<file path="config.mk">
export PLATFORM = sky130hd
export DESIGN_NAME = cuckoo_match_collector
export DESIGN_NICKNAME = d
export VERILOG_FILES = /design/src/rtl/cuckoo_match_collector.sv
export SDC_FILE = /design/constraint.sdc
export NUM_CORES = 1
export LEC_CHECK = 0
export ABC_AREA = 0
export CAP_MARGIN = 20
export CORE_ASPECT_RATIO = 2
export CORE_UTILIZATION = 45
export DETAILED_ROUTE_END_ITERATION = 16
export DONT_BUFFER_PORTS = 1
export PLACE_DENSITY = 0.64
export RECOVER_POWER = 25
export REMOVE_ABC_BUFFERS = 1
export SYNTH_ARGS = -nofsm -noshare
export SYNTH_HDL_FRONTEND = slang
export SYNTH_SLANG_ARGS = --single-unit
</file>
<file path="constraint.sdc">
create_clock -name clk -period 7.55 [get_ports clk]
set_input_delay 0 -clock clk [delete_from_list [all_inputs] [get_ports clk]]
set_output_delay 0 -clock clk [all_outputs]
set_load 0.03 [all_outputs]
</file>
<file path="src/rtl/cuckoo_match_collector.sv">
// Re-aligns cuckoo engine compare results with their byte tags and queues hit/eop records.
// Optional statistics counters are built only when CUCKOO_COLLECT_STATS_EN is defined.
module cuckoo_match_collector #(
  parameter int LATENCY    = 4,
  parameter int OFF_W      = 16,
  parameter int FIFO_DEPTH = 16,
  parameter int AF_MARGIN  = LATENCY + 1
) (
  input  logic             clk,
  input  logic             rst,
  input  logic             enable,
  input  logic [OFF_W-1:0] byte_offset,
  input  logic             eop,
  input  logic [1:0]       compare_out,
  input  logic [1:0]       suffix,
  input  logic [1:0]       compare_out_nocase,
  input  logic [1:0]       suffix_nocase,
  output logic             match_valid,
  input  logic             match_ready,
  output logic [OFF_W+8:0] match_data,
  output logic             almost_full,
  output logic             overflow,
  output logic [31:0]      total_hits,
  output logic [15:0]      drop_cnt
);

  localparam int PTR_W = (FIFO_DEPTH > 1) ? $clog2(FIFO_DEPTH) : 1;
  localparam int CNT_W = PTR_W + 1;
  localparam int REC_W = OFF_W + 9;

  typedef struct packed {
    logic             v;
    logic             eop;
    logic [OFF_W-1:0] off;
  } tag_t;

  // ---------------------------------------------------------------------------
  // Tag delay line: the tag leaving the last stage belongs to this cycle's
  // compare results.
  // ---------------------------------------------------------------------------
  tag_t tag_q [LATENCY];
  tag_t tag_in;
  tag_t tag_al;

  always_comb begin
    tag_in.v   = enable;
    tag_in.eop = eop & enable;
    tag_in.off = byte_offset;
  end

  assign tag_al = tag_q[LATENCY-1];

  always_ff @(posedge clk) begin
    if (rst) begin
      for (int i = 0; i < LATENCY; i++) tag_q[i] <= '0;
    end else begin
      tag_q[0] <= tag_in;
      for (int i = 1; i < LATENCY; i++) tag_q[i] <= tag_q[i-1];
    end
  end

  // Stale engine results (v=0) never produce a record.
  logic [3:0]       hit_vec;
  logic             push_req;
  logic [REC_W-1:0] rec;

  assign hit_vec  = {compare_out_nocase, compare_out};
  assign push_req = tag_al.v & ((|hit_vec) | tag_al.eop);
  assign rec      = {tag_al.eop, hit_vec, suffix_nocase, suffix, tag_al.off};

  // ---------------------------------------------------------------------------
  // Record FIFO (first-word-fall-through)
  // ---------------------------------------------------------------------------
  logic [PTR_W-1:0] wr_ptr_q, wr_ptr_d;
  logic [PTR_W-1:0] rd_ptr_q, rd_ptr_d;
  logic [CNT_W-1:0] cnt_q, cnt_d;
  logic             af_q, af_d;
  logic             ovf_q, ovf_d;
  logic             full, pop, push_acc, drop;

  // NOTE: every output of a combinational block gets a default first, so no
  // path can leave a value unassigned and infer a latch.
  always_comb begin
    pop      = (cnt_q != '0) & match_ready;
    full     = (cnt_q == CNT_W'(FIFO_DEPTH));
    push_acc = push_req & (~full | pop);
    drop     = push_req & full & ~pop;
    wr_ptr_d = wr_ptr_q;
    rd_ptr_d = rd_ptr_q;
    if (push_acc) wr_ptr_d = wr_ptr_q + PTR_W'(1);
    if (pop)      rd_ptr_d = rd_ptr_q + PTR_W'(1);
    cnt_d    = cnt_q + CNT_W'(push_acc) - CNT_W'(pop);
    af_d     = (CNT_W'(FIFO_DEPTH) - cnt_d) <= CNT_W'(AF_MARGIN);
    ovf_d    = ovf_q | drop;
  end

  always_ff @(posedge clk) begin
    if (rst) begin
      wr_ptr_q <= '0;
      rd_ptr_q <= '0;
      cnt_q    <= '0;
      af_q     <= 1'b0;
      ovf_q    <= 1'b0;
    end else begin
      wr_ptr_q <= wr_ptr_d;
      rd_ptr_q <= rd_ptr_d;
      cnt_q    <= cnt_d;
      af_q     <= af_d;
      ovf_q    <= ovf_d;
    end
  end

  // NOTE: the storage array is deliberately not reset; the empty-gated read
  // below keeps its power-up contents from ever reaching match_data.
  logic [REC_W-1:0] mem_q [FIFO_DEPTH];

  always_ff @(posedge clk) begin
    if (push_acc) mem_q[wr_ptr_q] <= rec;
  end

  assign match_valid = (cnt_q != '0);
  assign match_data  = match_valid ? mem_q[rd_ptr_q] : '0;
  assign almost_full = af_q;
  assign overflow    = ovf_q;

  // ---------------------------------------------------------------------------
  // Optional saturating statistics
  // ---------------------------------------------------------------------------
`ifdef CUCKOO_COLLECT_STATS_EN
  logic [31:0] hits_q, hits_d;
  logic [15:0] drops_q, drops_d;
  logic [2:0]  hit_pop;
  logic [32:0] hit_sum;

  always_comb begin
    hit_pop = 3'(hit_vec[0]) + 3'(hit_vec[1]) + 3'(hit_vec[2]) + 3'(hit_vec[3]);
    hit_sum = {1'b0, hits_q} + 33'(hit_pop);
    hits_d  = hits_q;
    drops_d = drops_q;
    if (push_acc)                  hits_d  = hit_sum[32] ? '1 : hit_sum[31:0];
    if (drop && (drops_q != '1))   drops_d = drops_q + 16'd1;
  end

  always_ff @(posedge clk) begin
    if (rst) begin
      hits_q  <= '0;
      drops_q <= '0;
    end else begin
      hits_q  <= hits_d;
      drops_q <= drops_d;
    end
  end

  assign total_hits = hits_q;
  assign drop_cnt   = drops_q;
`else
  assign total_hits = '0;
  assign drop_cnt   = '0;
`endif

endmodule

</file>
==> Word-level counts from Yosys, hierarchy flattened <==
Memories as Yosys holds them, arrays and structs flattened. A register that Yosys moved wholly into a read port is not among the register bits.
Index checks and enable logic that the tools add are counted.
{ "op_classes": {"n_addsub": 5, "n_lt_le_gt_ge": 1, "n_eq_ne": 1, "muxes": 12, "n_bitwise": 15, "reduce_logical": 2} }
{ "op_table": {"columns": ["cell", "count"], "rows": [
  ["18-bit two-way mux", 4],
  ["25-bit two-way mux", 1],
  ["4-bit by 1-bit adder with 4-bit output, second input constant", 2],
  ["4-bit two-way mux", 2],
  ["1-bit bitwise OR", 7],
  ["1-bit AND", 6],
  ["5-bit by 1-bit adder with 5-bit output", 1],
  ["5-bit == test, second input constant", 1],
  ["5-bit by 3-bit <= comparator with 1-bit output, second input constant", 1],
  ["1-bit two-way mux", 5],
  ["5-bit nonzero test", 1],
  ["5-bit by 1-bit subtractor with 5-bit output", 1],
  ["5-bit subtractor, first input constant", 1],
  ["4-bit OR reduction", 1],
  ["1-bit inverter", 2]
]} }
{ "word_totals": {"ff_bits": 15, "ram_bits": 472, "out_inout_bits": 76, "elab_cells": 43, "memories": 2} }
{ "mem_list": {"columns": ["memory", "words", "width", "rd", "rd_clocked_by_memory_dff", "write_ports", "line", "rtl"], "rows": [
  ["mem_q", 16, 25, 1, 1, 1, "115", "logic [REC_W-1:0] mem_q [FIFO_DEPTH];"],
  ["tag_q", 4, 18, 4, 0, 4, "41", "tag_t tag_q [LATENCY];"]
]} }

==> Depth between registers and ports, before layout <==
Gate-level depths: netlist of the first run.
{ "depth": {"depth_word": 8, "depth_mapped": 16, "mapped_depth_nobuf": 14} }

==> Least setup slack after synthesis of the first run <==
Ideal clock, no wire load.
{ "synth_path": {"path_kind": "register to register", "start": "register cnt_q[3]", "end": "register af_q (netlist: almost_full)", "arrival_time_ps": 3405, "t_required_ps": 7464, "slack_ps": 4059, "path_stages_with_launch": 16, "n_path_buf": 2, "synth_period_minus_slack_ps": 3491, "path_cell_list": "dfxtp_1 inv_1 ha_1 or4b_1 clkbuf_2 and2_4 buf_6 nand2_1 nand2_1 ha_1 inv_1 fa_1 ha_1 xor3_1 or3_1 a211oi_1"} }
{ "synth_via": {"elab_chain_len": 8, "word_cells_on_any_way": 10, "classes_between": "add/sub: 3; order compare: 1; eq/ne: 1; bitwise: 4; reduce/logical: 1"} }
{ "synth_lines": {"columns": ["item", "line", "rtl"], "rows": [
  ["start, declared", "76", "logic [CNT_W-1:0] cnt_q, cnt_d;"],
  ["start signal, assigned", "107", "cnt_q <= cnt_d;"],
  ["5-bit nonzero test (*)", null, null],
  ["net match_valid", "18", "output logic match_valid,"],
  ["1-bit AND (*)", "84", "pop = (cnt_q != '0) & match_ready;"],
  ["1-bit bitwise OR", "86", "push_acc = push_req & (~full | pop);"],
  ["1-bit AND", "86", null],
  ["5-bit by 1-bit adder with 5-bit output", "92", "cnt_d = cnt_q + CNT_W'(push_acc) - CNT_W'(pop);"],
  ["5-bit by 1-bit subtractor with 5-bit output (*)", "92", null],
  ["5-bit subtractor (*)", "93", "af_d = (CNT_W'(FIFO_DEPTH) - cnt_d) <= CNT_W'(AF_MARGIN);"],
  ["5-bit by 3-bit <= comparator with 1-bit output (*)", "93", null],
  ["end signal, assigned", "102", "af_q <= 1'b0;"],
  ["end signal, assigned", "108", "af_q <= af_d;"],
  ["end, declared", "77", "logic af_q, af_d;"]
]} }
Mark *: on every way through the listed nets, which the timed path passes. The rest lies on a longest branch.
A chain may end at the register's enable or synchronous reset.

==> Worst setup path in the final report of the first run <==
Same ends and word-level chain as after synthesis.

==> flow_summary.ini, run 1 <==
[critical_path]
cp-start-kind = flip-flop
crit_fanout = 5
r2r-end = almost_full
critPathRequiredTime_ns = 7.96
arrival_ns = 4.19
r2r_cells = 13
rrSetupSlack_ns = 3.77
end_kind = flip-flop
reg2reg_from = cnt_q[3]
crit_type = reg2reg
startpoint = cnt_q[3]

[synthesis]
yosysTopAreaCellShare = 0.651
yosysWarnings = 0
synthFlopType = edfxtp_1
synthTopCellsByArea = edfxtp_1, mux4_2, dfxtp_1
yosysTopAreaCell = edfxtp_1
synth_edf_count = 400
synth_cell_types = 37
seq_area_frac_synth = 0.750
postSynthCellCount = 941
avgSynthCellArea_um2 = 19.6
ys_ff_latch = 491
async_flop_share = 0
synthesis.area_um2 = 18400

[global_routing]
grt_pass1_vias = 8640
antenna_found_initial = 1
grt-ovfl-total = 0
grtUsageTotal = 0.174
grt_max_degree = 88
grt_pass1_wl_um = 53200

[floorplan]
core_um2 = 40300
pin_count = 105
die_area_um2 = 41900
initial_core_util = 0.457
die_x_um = 145
die_h_um = 288
rows = 104

[timing]
setup_tns_ns = 0
rsz0062_at_grt = no
hold_slack_ns = 0.111
finalCritPeriodShare = 0.500
worstMarginPinSlew_ns = 4.02
hold_violations = 0
final.setup_skew_ns = 0.0117
post-route-min-period_ns = 3.78
slew-limit-headroom = -1.68
fmax_ghz = 0.265
drv_slew = 88
finalSetupViolCount = 0
setup_slack_ns = 3.77

[routing]
first_pass_iters = 4
drt_iter0_markers = 611
wl_per_cell_um = 23.0
routed_wl_um = 35700
vias = 8259
drcViolationCount = 0
ant_nets = 0
vias_per_cell = 5.32

[power_and_ir_drop]
p_sw_uw = 1710
vdd_drop_max_v = 0.000170
power.leakage_uw = 0.00638
p_comb_frac = 0.192
power.density_nw_per_um2 = 308
sw_frac_of_total = 0.270
clkPwrFrac = 0.328
p_seq_frac = 0.479
intPower_uw = 4640

[min_path]
worstHoldStart = eop
worstHoldEndpoint = tag_q[0][16]
hold_path.class = in2reg
hold-path-cell-count = 2

[cts]
htree_levels = 2
cts_setup_buffers = 0
cts_sinks = 491
cts_inserted_buffers = 41
path_clk_slew_ns = 0.06
clockBufferDepth = 3
cts-root-buf = clkbuf_16
clk-insertion-delay-late_ns = 0.55
cts_tree = built

[final_layout]
drive_gt1_frac = 0.194
antenna_cells = 0
areaGrowthSynthToFinish_pct = 11.6
layout.nets = 1032

[place]
io_buffers = 0
dp_hpwl_um = 18900
place.gp.congestion = 0.686
place_ws_ns = 3.83

[job]
cap_violations = 1

[run_status]
status = finished with violations
violations = max-capacitance violations, max-slew violations
==> cell usage in the layout, fill, tap and decap left out, types with 9 or more instances in the layout <==
| cell type | netlist | final |
|---|---|---|
| conb_1 | 1 | 48 |
| clkinv_1 | 0 | 12 |
| nor2b_1 | 73 | 73 |
| nor2_2 | 0 | 12 |
| clkbuf_1 | 24 | 10 |
| o22ai_1 | 25 | 25 |
| edfxtp_1 | 400 | 400 |
| nor2_1 | 29 | 17 |
| mux2i_1 | 50 | 50 |
| nand2_1 | 12 | 12 |
| mux4_2 | 100 | 100 |
| dfxtp_1 | 91 | 88 |
| dlygate4sd3_1 | 0 | 30 |
| inv_1 | 9 | 9 |
| clkbuf_16 | 0 | 43 |
| ha_1 | 12 | 12 |
| buf_4 | 48 | 22 |
==> flip-flops by register name, indices dropped and copies added, names as in the netlist, named ones only <==
| register | cells |
|---|---|
| overflow | 1 |
| tag_q | 72 |
| wr_ptr_q | 4 |
| rd_ptr_q | 4 |
| almost_full | 1 |
| cnt_q | 5 |
| mem_q | 400 |
==> layer usage <==
| metal | wire, µm | up-vias | part of all wire | GRT usage |
|---|---|---|---|---|
| met1 | 13900 | 4322 | 0.39 | 0.204 |
| met3 | 1340 | 51 | 0.038 | 0.0240 |
| met4 | 821 | 0 | 0.023 | 0.0618 |
| met2 | 19700 | 219 | 0.55 | 0.326 |
| met5 | 0 | - | 0 | 0 |
| li1 | - | 3667 | - | - |
==> power by group through the flow <==
stage	clock network, µW	registers, µW	logic, µW
CTS	2130	3050	1250
floorplan	0	3150	979
detailed placement	0	3110	1220
global route	2220	3060	1310
finish	2080	3040	1220
global placement	0	3100	1200
==> worst max-delay path, stage by stage, from the launching register on <==
cell and delay [ns]:
dfxtp_1 0.32, inv_1 0.08, ha_1 0.17, or4b_1 0.71
and2_4 0.30, nand2_1 0.10, nand2_1 0.07, ha_1 0.19
inv_1 0.07, fa_1 0.47, ha_1 0.26, xor3_1 0.35
or3_1 0.35, a211oi_1 0.20
==> layout make-up <==
class / instances / area [µm²]
Clock buffer: 55 / 1150
Timing Repair Buffer: 53 / 469
Multi-Input combinational cell: 394 / 4260
Sequential cell: 491 / 13800
Inverter: 9 / 33.8
Tap cell: 530 / 663
Clock inverter: 21 / 173
Fill cell: 3257 / 19700
==> worst max path at each step <==
stage                          endpoint  slack [ns]
after detailed placement    almost_full        3.83
after floorplan           match_data[0]        2.17
after CTS                   almost_full        3.79
after global placement      almost_full        3.89
after global routing       tag_q[0][60]        3.42
final                       almost_full        3.77
==> Yosys cell counts, drive strengths merged, types with 9 or more instances <==
master	number
edfxtp	400
mux4	100
dfxtp	91
nor2b	73
buf	69
mux2i	50
nor2	29
clkbuf	25
o22ai	25
ha	12
nand2	12
inv	9
==> kinds of logic (layout without fill, tap and decap cells) <==
family / Yosys count / in the layout / synth area share
AO/OA/AOI/OAI: 35 / 35 / 0.0116
flip-flops: 491 / 491 / 0.750
AND/OR/NAND/NOR: 136 / 136 / 0.0410
other: 1 / 48 / 0.000203
multiplexers: 150 / 150 / 0.149
XOR/XNOR: 12 / 12 / 0.00651
buffers and inverters: 103 / 138 / 0.0324
adder cells (fa/ha/maj): 13 / 13 / 0.00922
==> repair_timing <==
item / CTS / global route
gates resized for setup: 0 / 0
endpoints found under the hold margin: 219 / 0
hold buffers: 31 / 0
endpoints found under the setup margin: 0 / 0
==> through the flow <==
| stage | instance area [µm²] | util | instances | total power, µW |
|---|---|---|---|---|
| after detailed placement | 19000 | 0.470 | 1446 | 4330 |
| after floorplan | 18100 | - | 894 | 4130 |
| final | 20600 | 0.510 | 1553 | 6350 |
| after global routing | 20600 | 0.510 | 1553 | 6580 |
| after global placement | 19000 | 0.470 | 1446 | 4310 |
| after CTS | 20600 | 0.511 | 1553 | 6430 |
Note: power is estimated with default switching activity, not from simulation.
==> run 2: changes to the inputs <==
ABC_AREA = 1   (was 0)
clock period = 3.5 ns   (was 7.55 ns; I/O delays follow)
==> flow_summary.ini, run 2 <==
[final_layout]
largestRegisters = mem_q (400), tag_q (72), cnt_q (5)
regMostFlops = mem_q
post-route-util = 0.506
areaGrowthSynthToFinish_pct = 11.2
mostFrequentLayoutCells = nand2_1, edfxtp_1, nand3_1
drive_gt1_frac = 0.0818
largest_reg_flops = 400
layout.nets = 1831
final_cell_area_um2 = 21900
antenna_cells = 0
final_common_cell = nand2_1

[synthesis]
seq_area_frac_synth = 0.703
yosysTopAreaCell = edfxtp_1
avgSynthCellArea_um2 = 11.2
ys_ff_latch = 491
yosysWarnings = 0
yosysMostFrequentCell = nand2_1
async_flop_share = 0
synth_edf_count = 400
postSynthCellCount = 1760
synthTopCellsByArea = edfxtp_1, nand2_1, dfxtp_1
yosysTopAreaCellShare = 0.610
synthFlopType = edfxtp_1
synthTopCellsByCount = nand2_1, edfxtp_1, nand3_1, nor2_1, inv_1
synthesis.area_um2 = 19700
synth_cell_types = 25

[cts]
cts_tree = built
cts_inserted_buffers = 42
htree_levels = 2
cts_resized = 0
cts_setup_buffers = 0
clockBufferDepth = 3
cts-root-buf = clkbuf_16
hold_buffers = 31
path_clk_slew_ns = 0.06
cts_sinks = 491
clk-insertion-delay-late_ns = 0.56

[run_status]
violations = design-rule violations, max-capacitance violations, max-slew violations
status = finished with violations

[timing]
rsz0062_at_grt = no
final.setup_skew_ns = 0.0165
setup_tns_ns = 0
slew-limit-headroom = -0.270
post-route-min-period_ns = 3.07
finalCritPeriodShare = 0.877
hold_slack_ns = 0.107
fmax_ghz = 0.326
hold_violations = 0
drv_slew = 85
worstMarginPinSlew_ns = 1.91
finalSetupViolCount = 0

[critical_path]
crit_type = in2reg
cp-start-kind = primary input
r2r_cells = 17
cp_top_family = simple AND/OR/NAND/NOR gates
r2r-end = almost_full
critPathBufInv = 4
path_cells = dlygate4sd3_1 -> nor3_1 -> nand2_1 -> nand3_1 -> clkinv_1 -> nand2_1 -> nand2_1 -> ha_1 -> inv_1 -> fa_1 -> ha_1 -> nor2_1 -> nor2_1 -> nand3_1 -> nand2_1 -> inv_1 -> nand3_1 -> nor2_1
rrSetupSlack_ns = 0.49
cp_slowest_cell = dlygate4sd3_1
arrival_ns = 3.56
crit_fanout = 17
crit_top_cell = nand2_1
critPathRequiredTime_ns = 3.99
cp_slowest_stage_delay_ns = 0.82
end_kind = flip-flop
reg2reg_from = tag_q[0][70]

[floorplan]
rows = 108
pin_count = 105
die_x_um = 150
core_um2 = 43200
initial_core_util = 0.455
die_area_um2 = 44600
die_h_um = 298

[min_path]
worstHoldEndpoint = tag_q[0][4]
worstHoldStart = byte_offset[4]
hold-path-cell-count = 3
hold_path.class = in2reg

[job]
cap_violations = 1

[routing]
vias_per_cell = 5.26
drt_iter0_markers = 938
wl_per_cell_um = 19.1
ant_nets = 0
first_pass_iters = 11
vias = 12500
routed_wl_um = 45300
drcViolationCount = 1

[place]
io_buffers = 0
dp_hpwl_um = 24600
place.gp.congestion = 0.757
dpl-instance-area_um2 = 20200

[power_and_ir_drop]
vdd_drop_max_v = 0.000372
power.leakage_uw = 0.00821
power.density_nw_per_um2 = 663
power_uw = 14500

[global_routing]
grt_max_degree = 128
grt_pass1_vias = 12300
antenna_found_initial = 0
grt_pass1_wl_um = 70100
grt-ovfl-total = 0
grtUsageTotal = 0.210
## run 2: final cells by class
type / instances / area [µm²]
tap: 550 / 688
inverter: 99 / 374
fill: 3825 / 21300
clock buffer: 62 / 1210
multi-input combinational: 1077 / 4820
clock inverter: 15 / 176
sequential: 491 / 13800
timing repair buffer: 78 / 792
## run 2: kinds of logic (layout without fill, tap and decap cells)
group,count (synthesis),count (layout),synth area share
buf+inv,239,254,0.0679
xor+xnor,3,3,0.00133
flops,491,491,0.703
fa+ha+maj,13,13,0.00864
other cells,1,48,0.000190
simple gates,975,975,0.206
compound gates,38,38,0.0129
## run 2: through the flow
stage	setup slack (ns)	cells
2_1_floorplan	-3.47	1667
3_3_place_gp	0.608	2264
3_5_place_dp	0.578	2264
4_1_cts	0.504	2372
5_1_grt	0.156	2372
6_report	0.431	2372
## run 2: worst max path at each step
stage,slack (ns),end,depth (start not counted),start
after detailed placement,0.58,almost_full,17,tag_q[0][70]
final,0.43,almost_full,18,compare_out[1]
after global placement,0.61,almost_full,18,cnt_q[3]
after floorplan,-3.47,match_data[12],7,flip-flop
after CTS,0.50,almost_full,18,compare_out[1]
after global routing,0.16,almost_full,18,compare_out[1]
## run 2: metal layers
layer	global-route usage	wire length [µm]
met2	0.365	22900
met5	0	0
met1	0.259	17800
met4	0.0885	1740
met3	0.0251	2860
## run 2: power by group
| group | switching [µW] | total (µW) | internal (µW) |
|---|---|---|---|
| Combinational | 2430 | 3400 | 962 |
| Sequential | 115 | 6460 | 6340 |
| Clock | 2040 | 4670 | 2630 |
| Total | 4590 | 14500 | 9940 |
## run 2: worst register-to-register path: stages (launching register included)
cell and delay, ns:
dfxtp_1 0.31, nor3_1 0.18, nand2_1 0.16, nand3_1 0.19
clkinv_1 0.26, nand2_1 0.13, nand2_1 0.07, ha_1 0.20
inv_1 0.08, fa_1 0.51, ha_1 0.33, nor2_1 0.11
nor2_1 0.06, nand3_1 0.07, nand2_1 0.05, inv_1 0.07
nand3_1 0.06, nor2_1 0.10
